==> src/rtl/uart_rx_pkg.sv <==
// Shared configuration for the UART receiver: baud timing, frame length and FSM state encodings.
// The baud values match those used by the transmitter on the same link.
package uart_rx_pkg;

`ifdef SIM
  localparam int BAUD_END_DEF = 56;
`else
  localparam int BAUD_END_DEF = 5207;
`endif

  localparam logic [3:0] BIT_END = 4'd9;

  typedef enum logic [1:0] {
    S_IDLE  = 2'b00,
    S_START = 2'b01,
    S_DATA  = 2'b10,
    S_STOP  = 2'b11
  } rx_state_e;

endpackage

==> src/rtl/uart_rx.sv <==
// 8N1 UART receiver, LSB first: synchronises rx, detects the start edge, samples mid-bit
// and delivers each byte with a one-cycle valid strobe (or a one-cycle framing-error strobe).
module uart_rx
  import uart_rx_pkg::*;
#(
  parameter int BAUD_END = BAUD_END_DEF,
  parameter int BAUD_MID = BAUD_END / 2
) (
  input  logic       sys_clk_50M,
  input  logic       rst_n,
  input  logic       rx,
  output logic [7:0] rx_data,
  output logic       rx_valid,
  output logic       frame_err,
  output logic       rx_busy
);

  localparam logic [12:0] BAUD_END_C = 13'(BAUD_END);
  localparam logic [12:0] BAUD_MID_C = 13'(BAUD_MID);

  logic [2:0]  rx_sync_q;
  rx_state_e   state_q;
  logic [12:0] baud_cnt_q;
  logic [12:0] baud_cnt_d;
  logic [3:0]  bit_cnt_q;
  logic [3:0]  bit_cnt_d;
  logic [7:0]  shift_q;
  logic [7:0]  rx_data_q;
  logic        rx_valid_q;
  logic        frame_err_q;
  logic        rx_busy_q;
  logic        fall_s;
  logic        strobe_s;
  logic        wrap_s;
  logic        bit_s;

  assign baud_cnt_d = baud_cnt_q + 13'd1;
  assign bit_cnt_d  = bit_cnt_q + 4'd1;
  assign fall_s     = rx_sync_q[2] & ~rx_sync_q[1];
  assign bit_s      = rx_sync_q[1];
  assign strobe_s   = (baud_cnt_q == BAUD_MID_C) && (state_q != S_IDLE);
  assign wrap_s     = (baud_cnt_q == BAUD_END_C);

  // Synchroniser resets high so reset release never looks like a start edge.
  always_ff @(posedge sys_clk_50M or negedge rst_n) begin
    if (!rst_n) begin
      rx_sync_q <= 3'b111;
    end else begin
      rx_sync_q <= {rx_sync_q[1:0], rx};
    end
  end

  // Receive FSM with bit/baud counters and registered output strobes.
  always_ff @(posedge sys_clk_50M or negedge rst_n) begin
    if (!rst_n) begin
      state_q     <= S_IDLE;
      baud_cnt_q  <= 13'd0;
      bit_cnt_q   <= 4'd0;
      shift_q     <= 8'h00;
      rx_data_q   <= 8'h00;
      rx_valid_q  <= 1'b0;
      frame_err_q <= 1'b0;
      rx_busy_q   <= 1'b0;
    end else begin
      rx_valid_q  <= 1'b0;
      frame_err_q <= 1'b0;
      case (state_q)
        S_IDLE: begin
          baud_cnt_q <= 13'd0;
          bit_cnt_q  <= 4'd0;
          if (fall_s) begin
            state_q   <= S_START;
            rx_busy_q <= 1'b1;
          end else begin
            rx_busy_q <= 1'b0;
          end
        end
        S_START: begin
          if (strobe_s && bit_s) begin
            state_q    <= S_IDLE;
            rx_busy_q  <= 1'b0;
            baud_cnt_q <= 13'd0;
          end else if (wrap_s) begin
            state_q    <= S_DATA;
            baud_cnt_q <= 13'd0;
            bit_cnt_q  <= bit_cnt_d;
          end else begin
            baud_cnt_q <= baud_cnt_d;
          end
        end
        S_DATA: begin
          if (strobe_s) begin
            shift_q <= {bit_s, shift_q[7:1]};
          end else begin
            shift_q <= shift_q;
          end
          if (wrap_s) begin
            baud_cnt_q <= 13'd0;
            bit_cnt_q  <= bit_cnt_d;
            if (bit_cnt_q == (BIT_END - 4'd1)) begin
              state_q <= S_STOP;
            end else begin
              state_q <= S_DATA;
            end
          end else begin
            baud_cnt_q <= baud_cnt_d;
          end
        end
        S_STOP: begin
          // Leave at mid-stop so a zero-gap next start edge is still caught.
          if (strobe_s) begin
            state_q    <= S_IDLE;
            rx_busy_q  <= 1'b0;
            baud_cnt_q <= 13'd0;
            if (bit_s) begin
              rx_data_q  <= shift_q;
              rx_valid_q <= 1'b1;
            end else begin
              frame_err_q <= 1'b1;
            end
          end else begin
            baud_cnt_q <= baud_cnt_d;
          end
        end
        default: begin
          state_q    <= S_IDLE;
          rx_busy_q  <= 1'b0;
          baud_cnt_q <= 13'd0;
          bit_cnt_q  <= 4'd0;
        end
      endcase
    end
  end

  assign rx_data   = rx_data_q;
  assign rx_valid  = rx_valid_q;
  assign frame_err = frame_err_q;
  assign rx_busy   = rx_busy_q;

endmodule

==> config.mk <==
export PLATFORM = sky130hd
export DESIGN_NAME = uart_rx
export DESIGN_NICKNAME = d
export VERILOG_FILES = /design/src/rtl/uart_rx_pkg.sv /design/src/rtl/uart_rx.sv
export SDC_FILE = /design/constraint.sdc
export NUM_CORES = 1
export LEC_CHECK = 0
export CELL_PAD_IN_SITES_DETAIL_PLACEMENT = 0
export CELL_PAD_IN_SITES_GLOBAL_PLACEMENT = 2
export CORE_MARGIN = 2
export CORE_UTILIZATION = 42
export DETAILED_ROUTE_END_ITERATION = 8
export PLACE_DENSITY = 0.84
export SLEW_MARGIN = 20
export SYNTH_ARGS = -nofsm -noshare
export SYNTH_HDL_FRONTEND = slang
export SYNTH_SLANG_ARGS = --single-unit
==> constraint.sdc <==
create_clock -name sys_clk_50M -period 7 [get_ports sys_clk_50M]
set_clock_uncertainty 0.15 [all_clocks]
set_input_delay 2.1 -clock sys_clk_50M [delete_from_list [all_inputs] [get_ports sys_clk_50M]]
set_output_delay 2.1 -clock sys_clk_50M [all_outputs]
set_load 0.005 [all_outputs]
==> flow_metrics.tcl <==
set metrics [dict create \
    outcome "complete, no violations" \
    seqPwrFrac_pct 48.3 \
    synth.avg_cell_area_um2 11.7 \
    ys_ff_latch 41 \
    multi_input_area_um2 853 \
    power.internal_uw 398 \
    finalCriticalPeriod_ns 3.39 \
    p_clk_share_pct 36.0 \
    fin_setup_tns_ns 0 \
    die_w_um 72.0 \
    dp_cells 230 \
    clockBufferDepth 2 \
    cts_root_buf "clkbuf_8" \
    p_sw_uw 138 \
    relSlewSlack_pct 41.5 \
    portBuffers 13 \
    tritoncts "done" \
    synthFlopType "dfrtp_1" \
    crit_family "buffers and inverters" \
    drtPass1Iterations 4 \
    synthDistinctLibCells 38 \
    grt_usage_pct 14.9 \
    clk-insertion-delay-late_ns 0.29 \
    antenna_cells 0 \
    cp.arrival_ns 1.14 \
    peakVddDrop_v 0.000104 \
    drcViolationCount 0 \
    rsz0062_at_grt "no" \
    setup_viol 0 \
    crit_type "flop to output port" \
    combPwrFrac_pct 15.6 \
    cts.sinks 41 \
    hold_viol_final 0 \
    synth_area_leaders "dfrtp_1 (49%), mux2_2 (9.3%), ha_1 (4.5%), dfstp_2 (4.1%), nor2_1 (3.5%)" \
    synth_fp_nets 176 \
    synth_common_cells "dfrtp_1 (38), nor2_1 (18), mux2_2 (16)" \
    initial_core_util_pct 44.0 \
    p_per_area_nw_per_um2 239 \
    cp.required_ns 4.75 \
    cts_resized 0 \
    n_fill_cell 401 \
    critical-path-max-stage-delay_ns 0.50 \
    synthCells 166 \
    final-seq-area_um2 1030 \
    worstSetupStartpointType "flop" \
    crit_slowest_cell "clkdlybuf4s50_1" \
    fin_nets 195 \
    synth_top_area_cell "dfrtp_1" \
    place.gp.congestion 0.817 \
    holdBufCountCts 0 \
    grt_pass1_wl_um 6020 \
    htreeDepth 2 \
    globalRouteOverflowTotal 0 \
    synth.most_common_cell "dfrtp_1" \
    synth-edff-count 0 \
    yosysWarnings 0 \
    synth_seq_area_share_pct 53.1 \
    ant_nets 0 \
    end_kind "output port" \
    switching_share_pct 25.8 \
    max_freq_mhz 295 \
    grt_max_degree 42 \
    routedWlPerCell_um 13.6 \
    post_cts_buffers 0 \
    leakage_uw 0.00102 \
    cts_buffers 5 \
    syn_area_um2 1940 \
    drv_cap 0 \
    synth_top_area_share_pct 49.0 \
    hold_path.class "flop to flop" \
    drive_gt1_share_pct 21.5 \
    cts.clk_slew.worst_paths_ns 0.08 \
    hpwl_um 2370 \
    vias 1255 \
    path_max_fanout 2 \
    drt_wl_total_um 3240 \
    antenna_found_initial 0 \
    cp_num_buf_inv 1 \
    die_y_um 72.0 \
    tightest_slew_ns 0.878 \
    async_reset_ff_share_pct 100 \
    grt_pass1_vias 1304 \
    avgViaCountPerCell 5.27 \
    rrSetupSlack_ns 4.48 \
    rows 24 \
    ioPinCount 14 \
    slew_viol_final 0 \
    fin_cells 238 \
    die_area_um2 5180 \
    cp_cell_sequence "clkdlybuf4s50_1" \
    post-route-period-util_pct 48.5 \
    areaGrowthSynthToFinish_pct 15.5 \
    coreArea_um2 4410 \
    drtIter0Drc 40 \
]
==> cell type report <==
type	count	share of cell area, %
timing repair buffer	14	5.92
sequential	41	45.9
clock inverter	2	1.67
multi-input combinational	112	38.1
clock buffer	6	3.68
inverter	11	1.84
tap	52	2.90
==> power groups by stage <==
stage	sequential [uW]	clock (uW)	combinational [uW]
6_report	259	193	83.8
5_1_grt	262	213	97.6
4_1_cts	259	201	85.2
3_5_place_dp	264	0	85.2
3_3_place_gp	262	0	83.2
2_1_floorplan	262	0	65.8
==> cell usage in the layout, fill, tap and decap left out, types with 2 or more instances in the layout <==
cell type	instances
a21oi_1	2
a31oi_1	3
a41oi_1	2
and3_1	4
clkbuf_8	6
clkdlybuf4s50_1	12
dfrtp_1	38
dfstp_2	3
ha_1	7
inv_1	11
mux2_2	16
nand2_1	7
nand2_2	2
nand2b_1	2
nand3_1	7
nor2_1	18
nor4_1	2
nor4_4	2
o21ai_0	6
o22ai_1	2
or2_2	2
or3b_2	2
or4bb_1	2
xnor2_1	5
xor2_1	6
==> per-stage QoR <==
step	setup slack, ns	hold WS [ns]	area [um2]	total power, uW	utilization [%]
2_1_floorplan	4.39	0.195	1940	327	-
3_3_place_gp	3.94	0.197	2120	346	48.1
5_1_grt	3.53	0.210	2240	573	50.8
6_report	3.61	0.203	2240	537	50.8
4_1_cts	3.58	0.207	2240	545	50.8
3_5_place_dp	3.90	0.197	2120	349	48.1
==> kinds of logic (layout without fill, tap and decap cells) <==
kind of cell	count (synthesis)	after routing	synth area share, %
compound gates	23	23	8.06
buf+inv	13	33	2.97
flops	41	41	53.1
simple gates	55	55	17.1
mux	16	16	9.28
xor+xnor	11	11	4.96
fa+ha+maj	7	7	4.51
==> routing by layer <==
| layer | global-route usage (%) | vias to the layer above | wire, um |
|---|---|---|---|
| met4 | 4.40 | 0 | 48 |
| li1 | - | 623 | - |
| met3 | 5.00 | 7 | 111 |
| met5 | 0 | - | 0 |
| met1 | 19.6 | 608 | 1530 |
| met2 | 23.8 | 17 | 1550 |
==> state kept, by name (all words and copies together), names as in the netlist, named ones only <==
| name | cells |
|---|---|
| baud_cnt_q | 13 |
| rx_valid | 1 |
| frame_err | 1 |
| shift_q | 8 |
| bit_cnt_q | 4 |
| rx_sync_q | 3 |
| rx_data | 8 |
| state_q | 1 |
| rx_busy | 1 |
==> worst paths after layout <==
check                                       startpoint                       end  cells after the start
worst max-delay path            rx_data[1]$_DFFE_PN0P_                rx_data[1]                      1
worst min-delay path            rx_sync_q[0]$_DFF_PN1_    rx_sync_q[1]$_DFF_PN1_                      0
worst max register to register  state_q[0]$_DFFE_PN0P_                      flop                      7
worst min register to register  rx_sync_q[0]$_DFF_PN1_    rx_sync_q[1]$_DFF_PN1_                      0
max in group asynchronous                        rst_n   baud_cnt_q[8]$_DFF_PN0_                      1
min in group asynchronous                        rst_n  bit_cnt_q[3]$_DFFE_PN0P_                      1
Note: power is estimated with default switching activity, not from simulation.
